===== src/rtl/s_mem_reader_if.sv =====
// rtl/s_mem_reader_if.sv - control, RAM-port and byte-stream bundle for s_mem_reader
//
// Signal groups (directions as seen by the reader, modport master):
//   control : start_flag, verify_en                       (in)
//   RAM     : address, wren (out), q (in)
//   stream  : out_data, out_valid (out), out_ready (in)
//   status  : busy, done_flag, checksum, err_count, err_flag, first_err_addr (out)
// The slave modport is the environment side: the RAM plus the downstream consumer.
interface s_mem_reader_if #(
    parameter int ADDR_W = 8,
    parameter int DATA_W = 8
);
    logic              start_flag;
    logic              verify_en;
    logic [ADDR_W-1:0] address;
    logic              wren;
    logic [DATA_W-1:0] q;
    logic [DATA_W-1:0] out_data;
    logic              out_valid;
    logic              out_ready;
    logic              busy;
    logic              done_flag;
    logic [DATA_W-1:0] checksum;
    logic [ADDR_W:0]   err_count;
    logic              err_flag;
    logic [ADDR_W-1:0] first_err_addr;

    modport master (
        input  start_flag, verify_en, q, out_ready,
        output address, wren, out_data, out_valid,
        output busy, done_flag, checksum, err_count, err_flag, first_err_addr
    );

    modport slave (
        output start_flag, verify_en, q, out_ready,
        input  address, wren, out_data, out_valid,
        input  busy, done_flag, checksum, err_count, err_flag, first_err_addr
    );
endinterface


===== src/rtl/s_mem_reader.sv =====
// rtl/s_mem_reader.sv - sequential reader/verifier for the S-array RAM
//
// Scans addresses 0..2^ADDR_W-1 once per start, streams each byte over a
// valid/ready handshake, accumulates a mod-2^DATA_W checksum and, in verify
// mode, counts bytes that differ from the identity pattern S[i]==i.
//
// Ports:
//   clk   : rising-edge clock
//   reset : asynchronous, active-high; forces IDLE and zeroes every output
//   bus   : s_mem_reader_if.master (control, RAM port, stream, status)
//
// RD_LAT is the RAM read latency (1..3). A byte takes RD_LAT+2 cycles with
// out_ready held high: one cycle to present the address, RD_LAT cycles of RAM
// latency, and one HOLD cycle for the handshake.
module s_mem_reader #(
    parameter int ADDR_W = 8,
    parameter int DATA_W = 8,
    parameter int RD_LAT = 1
) (
    input  logic            clk,
    input  logic            reset,
    s_mem_reader_if.master  bus
);
    // Width used for the identity compare so neither side is truncated.
    localparam int CMP_W = (ADDR_W > DATA_W) ? ADDR_W : DATA_W;

    localparam logic [ADDR_W-1:0] LAST_ADDR = '1;
    localparam logic [ADDR_W-1:0] ADDR_ONE  = {{(ADDR_W-1){1'b0}}, 1'b1};
    localparam logic [ADDR_W:0]   ERR_ONE   = {{ADDR_W{1'b0}}, 1'b1};
    localparam logic [ADDR_W:0]   ERR_MAX   = {1'b1, {ADDR_W{1'b0}}};
    localparam logic [1:0]        LAT_INIT  = 2'(RD_LAT);

    typedef enum logic [1:0] {
        IDLE,
        WAIT,
        HOLD,
        DONE
    } state_t;

    state_t            state_q,    state_d;
    logic [ADDR_W-1:0] addr_q,     addr_d;
    logic [1:0]        cnt_q,      cnt_d;
    logic              verify_q,   verify_d;
    logic [DATA_W-1:0] out_data_q, out_data_d;
    logic              out_valid_q, out_valid_d;
    logic              busy_q,     busy_d;
    logic              done_q,     done_d;
    logic [DATA_W-1:0] checksum_q, checksum_d;
    logic [ADDR_W:0]   err_cnt_q,  err_cnt_d;
    logic              err_flag_q, err_flag_d;
    logic [ADDR_W-1:0] first_err_q, first_err_d;

    logic              mismatch;

    // The address register doubles as the scan index, so the compare uses it directly.
    assign mismatch = verify_q && (CMP_W'(bus.q) != CMP_W'(addr_q));

    always_comb begin
        state_d     = state_q;
        addr_d      = addr_q;
        cnt_d       = cnt_q;
        verify_d    = verify_q;
        out_data_d  = out_data_q;
        out_valid_d = out_valid_q;
        busy_d      = busy_q;
        done_d      = done_q;
        checksum_d  = checksum_q;
        err_cnt_d   = err_cnt_q;
        err_flag_d  = err_flag_q;
        first_err_d = first_err_q;

        case (state_q)
            IDLE: begin
                if (bus.start_flag) begin
                    addr_d      = '0;
                    cnt_d       = LAT_INIT;
                    verify_d    = bus.verify_en;
                    checksum_d  = '0;
                    err_cnt_d   = '0;
                    err_flag_d  = 1'b0;
                    first_err_d = '0;
                    busy_d      = 1'b1;
                    state_d     = WAIT;
                end
            end

            WAIT: begin
                if (!bus.start_flag) begin
                    // Abort wins over a capture on the same edge; partial results are kept.
                    addr_d      = '0;
                    out_valid_d = 1'b0;
                    busy_d      = 1'b0;
                    done_d      = 1'b0;
                    state_d     = IDLE;
                end else if (cnt_q != 2'd0) begin
                    cnt_d = cnt_q - 2'd1;
                end else begin
                    out_data_d  = bus.q;
                    checksum_d  = checksum_q + bus.q;
                    if (mismatch) begin
                        // err_cnt never wraps back to zero, so zero means "first mismatch".
                        if (err_cnt_q == '0) begin
                            first_err_d = addr_q;
                        end
                        if (err_cnt_q != ERR_MAX) begin
                            err_cnt_d = err_cnt_q + ERR_ONE;
                        end
                        err_flag_d = 1'b1;
                    end
                    out_valid_d = 1'b1;
                    state_d     = HOLD;
                end
            end

            HOLD: begin
                if (!bus.start_flag) begin
                    addr_d      = '0;
                    out_valid_d = 1'b0;
                    busy_d      = 1'b0;
                    done_d      = 1'b0;
                    state_d     = IDLE;
                end else if (bus.out_ready) begin
                    out_valid_d = 1'b0;
                    if (addr_q == LAST_ADDR) begin
                        busy_d  = 1'b0;
                        done_d  = 1'b1;
                        state_d = DONE;
                    end else begin
                        addr_d  = addr_q + ADDR_ONE;
                        cnt_d   = LAT_INIT;
                        state_d = WAIT;
                    end
                end
            end

            DONE: begin
                if (!bus.start_flag) begin
                    done_d  = 1'b0;
                    state_d = IDLE;
                end
            end

            default: begin
                state_d = IDLE;
            end
        endcase
    end

    always_ff @(posedge clk or posedge reset) begin
        if (reset) begin
            state_q     <= IDLE;
            addr_q      <= '0;
            cnt_q       <= '0;
            verify_q    <= 1'b0;
            out_data_q  <= '0;
            out_valid_q <= 1'b0;
            busy_q      <= 1'b0;
            done_q      <= 1'b0;
            checksum_q  <= '0;
            err_cnt_q   <= '0;
            err_flag_q  <= 1'b0;
            first_err_q <= '0;
        end else begin
            state_q     <= state_d;
            addr_q      <= addr_d;
            cnt_q       <= cnt_d;
            verify_q    <= verify_d;
            out_data_q  <= out_data_d;
            out_valid_q <= out_valid_d;
            busy_q      <= busy_d;
            done_q      <= done_d;
            checksum_q  <= checksum_d;
            err_cnt_q   <= err_cnt_d;
            err_flag_q  <= err_flag_d;
            first_err_q <= first_err_d;
        end
    end

    assign bus.address        = addr_q;
    assign bus.wren           = 1'b0;
    assign bus.out_data       = out_data_q;
    assign bus.out_valid      = out_valid_q;
    assign bus.busy           = busy_q;
    assign bus.done_flag      = done_q;
    assign bus.checksum       = checksum_q;
    assign bus.err_count      = err_cnt_q;
    assign bus.err_flag       = err_flag_q;
    assign bus.first_err_addr = first_err_q;
endmodule


===== src/flat_wrapper.sv =====
// flat-port wrapper written by rule: the top's interface ports become plain ports
module s_mem_reader_flat 
#(
    parameter int ADDR_W = 8,
    parameter int DATA_W = 8,
    parameter int RD_LAT = 1
)
  (clk, reset, bus_start_flag, bus_verify_en, bus_q, bus_out_ready, bus_address, bus_wren, bus_out_data, bus_out_valid, bus_busy, bus_done_flag, bus_checksum, bus_err_count, bus_err_flag, bus_first_err_addr);
  s_mem_reader_if #(.ADDR_W(ADDR_W), .DATA_W(DATA_W)) bus_i ();
  input  logic clk;
  input  logic reset;
  input wire logic [$bits(bus_i.start_flag)-1:0] bus_start_flag;
  input wire logic [$bits(bus_i.verify_en)-1:0] bus_verify_en;
  input wire logic [$bits(bus_i.q)-1:0] bus_q;
  input wire logic [$bits(bus_i.out_ready)-1:0] bus_out_ready;
  output wire logic [$bits(bus_i.address)-1:0] bus_address;
  output wire logic [$bits(bus_i.wren)-1:0] bus_wren;
  output wire logic [$bits(bus_i.out_data)-1:0] bus_out_data;
  output wire logic [$bits(bus_i.out_valid)-1:0] bus_out_valid;
  output wire logic [$bits(bus_i.busy)-1:0] bus_busy;
  output wire logic [$bits(bus_i.done_flag)-1:0] bus_done_flag;
  output wire logic [$bits(bus_i.checksum)-1:0] bus_checksum;
  output wire logic [$bits(bus_i.err_count)-1:0] bus_err_count;
  output wire logic [$bits(bus_i.err_flag)-1:0] bus_err_flag;
  output wire logic [$bits(bus_i.first_err_addr)-1:0] bus_first_err_addr;
  assign bus_i.start_flag = bus_start_flag;
  assign bus_i.verify_en = bus_verify_en;
  assign bus_i.q = bus_q;
  assign bus_i.out_ready = bus_out_ready;
  assign bus_address = bus_i.address;
  assign bus_wren = bus_i.wren;
  assign bus_out_data = bus_i.out_data;
  assign bus_out_valid = bus_i.out_valid;
  assign bus_busy = bus_i.busy;
  assign bus_done_flag = bus_i.done_flag;
  assign bus_checksum = bus_i.checksum;
  assign bus_err_count = bus_i.err_count;
  assign bus_err_flag = bus_i.err_flag;
  assign bus_first_err_addr = bus_i.first_err_addr;
  s_mem_reader #(.ADDR_W(ADDR_W), .DATA_W(DATA_W), .RD_LAT(RD_LAT)) u_core (.clk(clk), .reset(reset), .bus(bus_i));
endmodule

===== config.mk =====
export PLATFORM = sky130hd
export DESIGN_NAME = s_mem_reader_flat
export DESIGN_NICKNAME = d
export VERILOG_FILES = /design/src/rtl/s_mem_reader_if.sv /design/src/rtl/s_mem_reader.sv /design/src/flat_wrapper.sv
export SDC_FILE = /design/constraint.sdc
export NUM_CORES = 1
export LEC_CHECK = 0
export ABC_AREA = 1
export BUFFER_PORTS_ARGS = -buffer_cell sky130_fd_sc_hd__buf_2
export CAP_MARGIN = 40
export CORE_ASPECT_RATIO = 0.5
export CORE_UTILIZATION = 50
export CTS_BUF_LIST = sky130_fd_sc_hd__clkbuf_16
export DETAILED_ROUTE_END_ITERATION = 10
export PLACE_DENSITY = 0.79
export SYNTH_ARGS = -nofsm -noshare
export SYNTH_HDL_FRONTEND = slang
export SYNTH_SLANG_ARGS = --single-unit

===== constraint.sdc =====
create_clock -name clk -period 1.6 [get_ports clk]
set_input_delay 0.24 -clock clk [delete_from_list [all_inputs] [get_ports clk]]
set_output_delay 0.24 -clock clk [all_outputs]
set_load 0.005 [all_outputs]

==> results.cfg <==
[global_route]
grt-ovfl-total = 0
antenna_found_initial = 0
grt_pass1_vias = 2850
track_usage_pct = 25.31
grt_pass1_wl_um = 12920
grt_max_degree = 51

[drt]
wirelength_met1_um = 3795
routed-wl-met3_um = 403
vias = 3128
dr.pass1.iters = 7
drc = 0
met2_length_um = 3924
antenna_left = 0
highest_layer = met4
drt_iter0_drc = 210
viasPerCell = 5.162
routed_wirelength_um = 8261
drt-wirelength-per-cell_um = 13.63

[synthesis]
syn_area_per_cell_um2 = 7.543
synth_fp_nets = 446
synth_flop_cell = dfrtp_1
synth.area.top_cells = dfrtp_1, nand2_1, ha_1
syn-cell-area_um2 = 3131
synth_seq_cells = 50
yosysMostFrequentCell = nand2_1
synth_edf_count = 0
yosysUniqueCellTypes = 36
yosysWarnings = 0
synth_top_area_share_pct = 39.97
syn_inst = 415
async_flop_share_pct = 100.0
synth_common_cells = nand2_1, inv_1, dfrtp_1
seq_area_frac_synth_pct = 39.97
yosysTopAreaCell = dfrtp_1

[timing]
tns_ns = -0.07342
rsz0062_at_grt = yes
drv_slew = 0
min_period_ns = 1.658
fin_crit_sh_pct = 103.6
clock-skew-final_ns = 0.006804
finalHoldViolCount = 0
worst_slack_ns = -0.05804
max_freq_mhz = 603.1
finalSetupViolations = 3
timing.hold.ws_ns = 0.00001743

[clock_network]
cts_buffers = 5
clkLatencyLatePin_ns = 0.29
cts-root-buf = clkbuf_16
h-tree-depth = 2
clock_path_buffers = 2
clock-sinks = 50
path_clk_slew_ns = 0.07
cts_tree = built

[min_path]
holdCritPathClass = in2async

[critical_path]
end_kind = register
cp_max_fo = 6
crit_type = reg2reg
critPathArrivalTime_ns = 1.84
crit_required_ns = 1.78
start_kind = register

[power]
p_per_area_nw_per_um2 = 1469
totalPowerFinal_mw = 6.149
p_leak_nw = 2.316
vdd_drop_max_mv = 0.7405

[place]
place_area_um2 = 3780
hpwl_um = 5584
io_buffers = 57
gp_congestion = 0.8686

[finish]
fillers = 447
fin_area_um2 = 4187
nNetsFinal = 552
area_growth_pct = 33.73
drive_above_1_share_pct = 33.52
diodes = 0

[die]
die_h_um = 57.95
die_w_um = 113.9
io_pins = 59
initial_core_util_pct = 54.41
core_um2 = 5753
rows = 19
die_area_um2 = 6601

[job]
drv_cap = 0

[outcome]
status = finished, violations left
violations = setup timing
## worst max-delay path, stage by stage, from the launching register on
cell and delay, ns:
dfrtp_2 0.47, buf_6 0.14, ha_4 0.14, inv_2 0.06, nand3_2 0.07, a21oi_4 0.16, nand2_4 0.13, buf_6 0.15
nor3_2 0.16, nor2_1 0.06
## state kept, by name (all words and copies together), names as in the netlist
| register | cells |
|---|---|
| u_core.bus.out_valid | 1 |
| u_core.bus.first_err_addr | 8 |
| u_core.cnt_q | 2 |
| u_core.bus.err_count | 9 |
| u_core.state_q | 2 |
| u_core.verify_q | 1 |
| u_core.bus.err_flag | 1 |
| u_core.bus.done_flag | 1 |
| u_core.bus.checksum | 8 |
| u_core.bus.out_data | 8 |
| u_core.bus.busy | 1 |
| u_core.bus.address | 8 |
## placed cells by master, fill, tap and decap left out, drive strengths merged
cell and n:
nand2 150, buf 107, inv 58, dfrtp 50, nand3 36, nor2 24, o21ai 21, ha 17
a21oi 13, nand4 6, xor2 6, nor3 6, clkbuf 5, xnor2 4, nor3b 3, a22oi 2
o31ai 2, clkinv 2, a31oi 1, mux2 1, o211ai 1, clkinvlp 1, a22o 1, a21o 1
or2 1, a31o 1, fa 1, conb 1
## per-stage QoR
step	setup WS, ns	std cells	utilization (%)
2_1_floorplan	-0.01664	415	-
3_3_place_gp	0.003531	585	65.70
3_5_place_dp	-0.07648	585	65.70
4_1_cts	0.00005718	597	68.92
5_1_grt	-0.1012	606	72.77
6_report	-0.05804	606	72.77
## per-layer routing
layer,track usage [%],vias to the layer above
met5,0,-
met4,9.091,0
met3,5.439,19
met2,42.42,92
met1,33.06,1490
li1,-,1527
## area by class of cell
| cell class | count | area (um^2) | share of cell area (%) |
|---|---|---|---|
| timing repair buffer | 107 | 695.7 | 16.62 |
| multi-input combinational | 299 | 1754 | 41.90 |
| inverter | 57 | 230.2 | 5.499 |
| clock inverter | 3 | 12.51 | 0.2989 |
| tap | 84 | 105.1 | 2.510 |
| timing repair inverter | 1 | 6.256 | 0.1494 |
| clock buffer | 5 | 125.1 | 2.989 |
| sequential | 50 | 1257 | 30.04 |
## path summary, 6_finish.rpt
path                                        start  slack [ns]                      end  cells past startpoint
setup reg to reg                u_core.state_q[0]       -0.06    u_core.bus.address[2]                      9
hold reg to reg            u_core.bus.out_data[7]        0.47   u_core.bus.out_data[7]                      2
setup / recovery                u_core.state_q[0]       -0.06    u_core.bus.address[2]                      9
min in group clk                    bus_verify_en        0.18          u_core.verify_q                      2
hold / removal                              reset     0.00002  u_core.bus.err_count[0]                      3
max in group asynchronous                   reset        1.33        u_core.state_q[0]                      3
## where the power goes
part | switching, mW | total, mW | internal (mW)
combinational | 1.90 | 3.31 | 1.41
clock | 0.455 | 1.02 | 0.566
sequential | 0.244 | 1.82 | 1.57
total | 2.60 | 6.15 | 3.55
## cell families (layout without fill, tap and decap cells)
logic type | count (synthesis) | count (layout) | synth area share, %
AO/OA/AOI/OAI | 43 | 43 | 8.713
XOR/XNOR | 10 | 10 | 2.798
adder cells (fa/ha/maj) | 18 | 18 | 7.434
buffers and inverters | 67 | 173 | 9.113
flip-flops | 50 | 50 | 39.97
multiplexers | 1 | 1 | 0.3597
other | 1 | 1 | 0.1198
AND/OR/NAND/NOR | 225 | 226 | 31.50
## repair_timing
item                       in CTS  in global routing
pin swaps                       4                 15
hold buffers                    0                  0
gates resized for setup         7                 42
setup endpoints to repair      25                 42
gates cloned                    0                  2
buffers inserted                4                  7
Note: power is estimated with default switching activity, not from simulation.
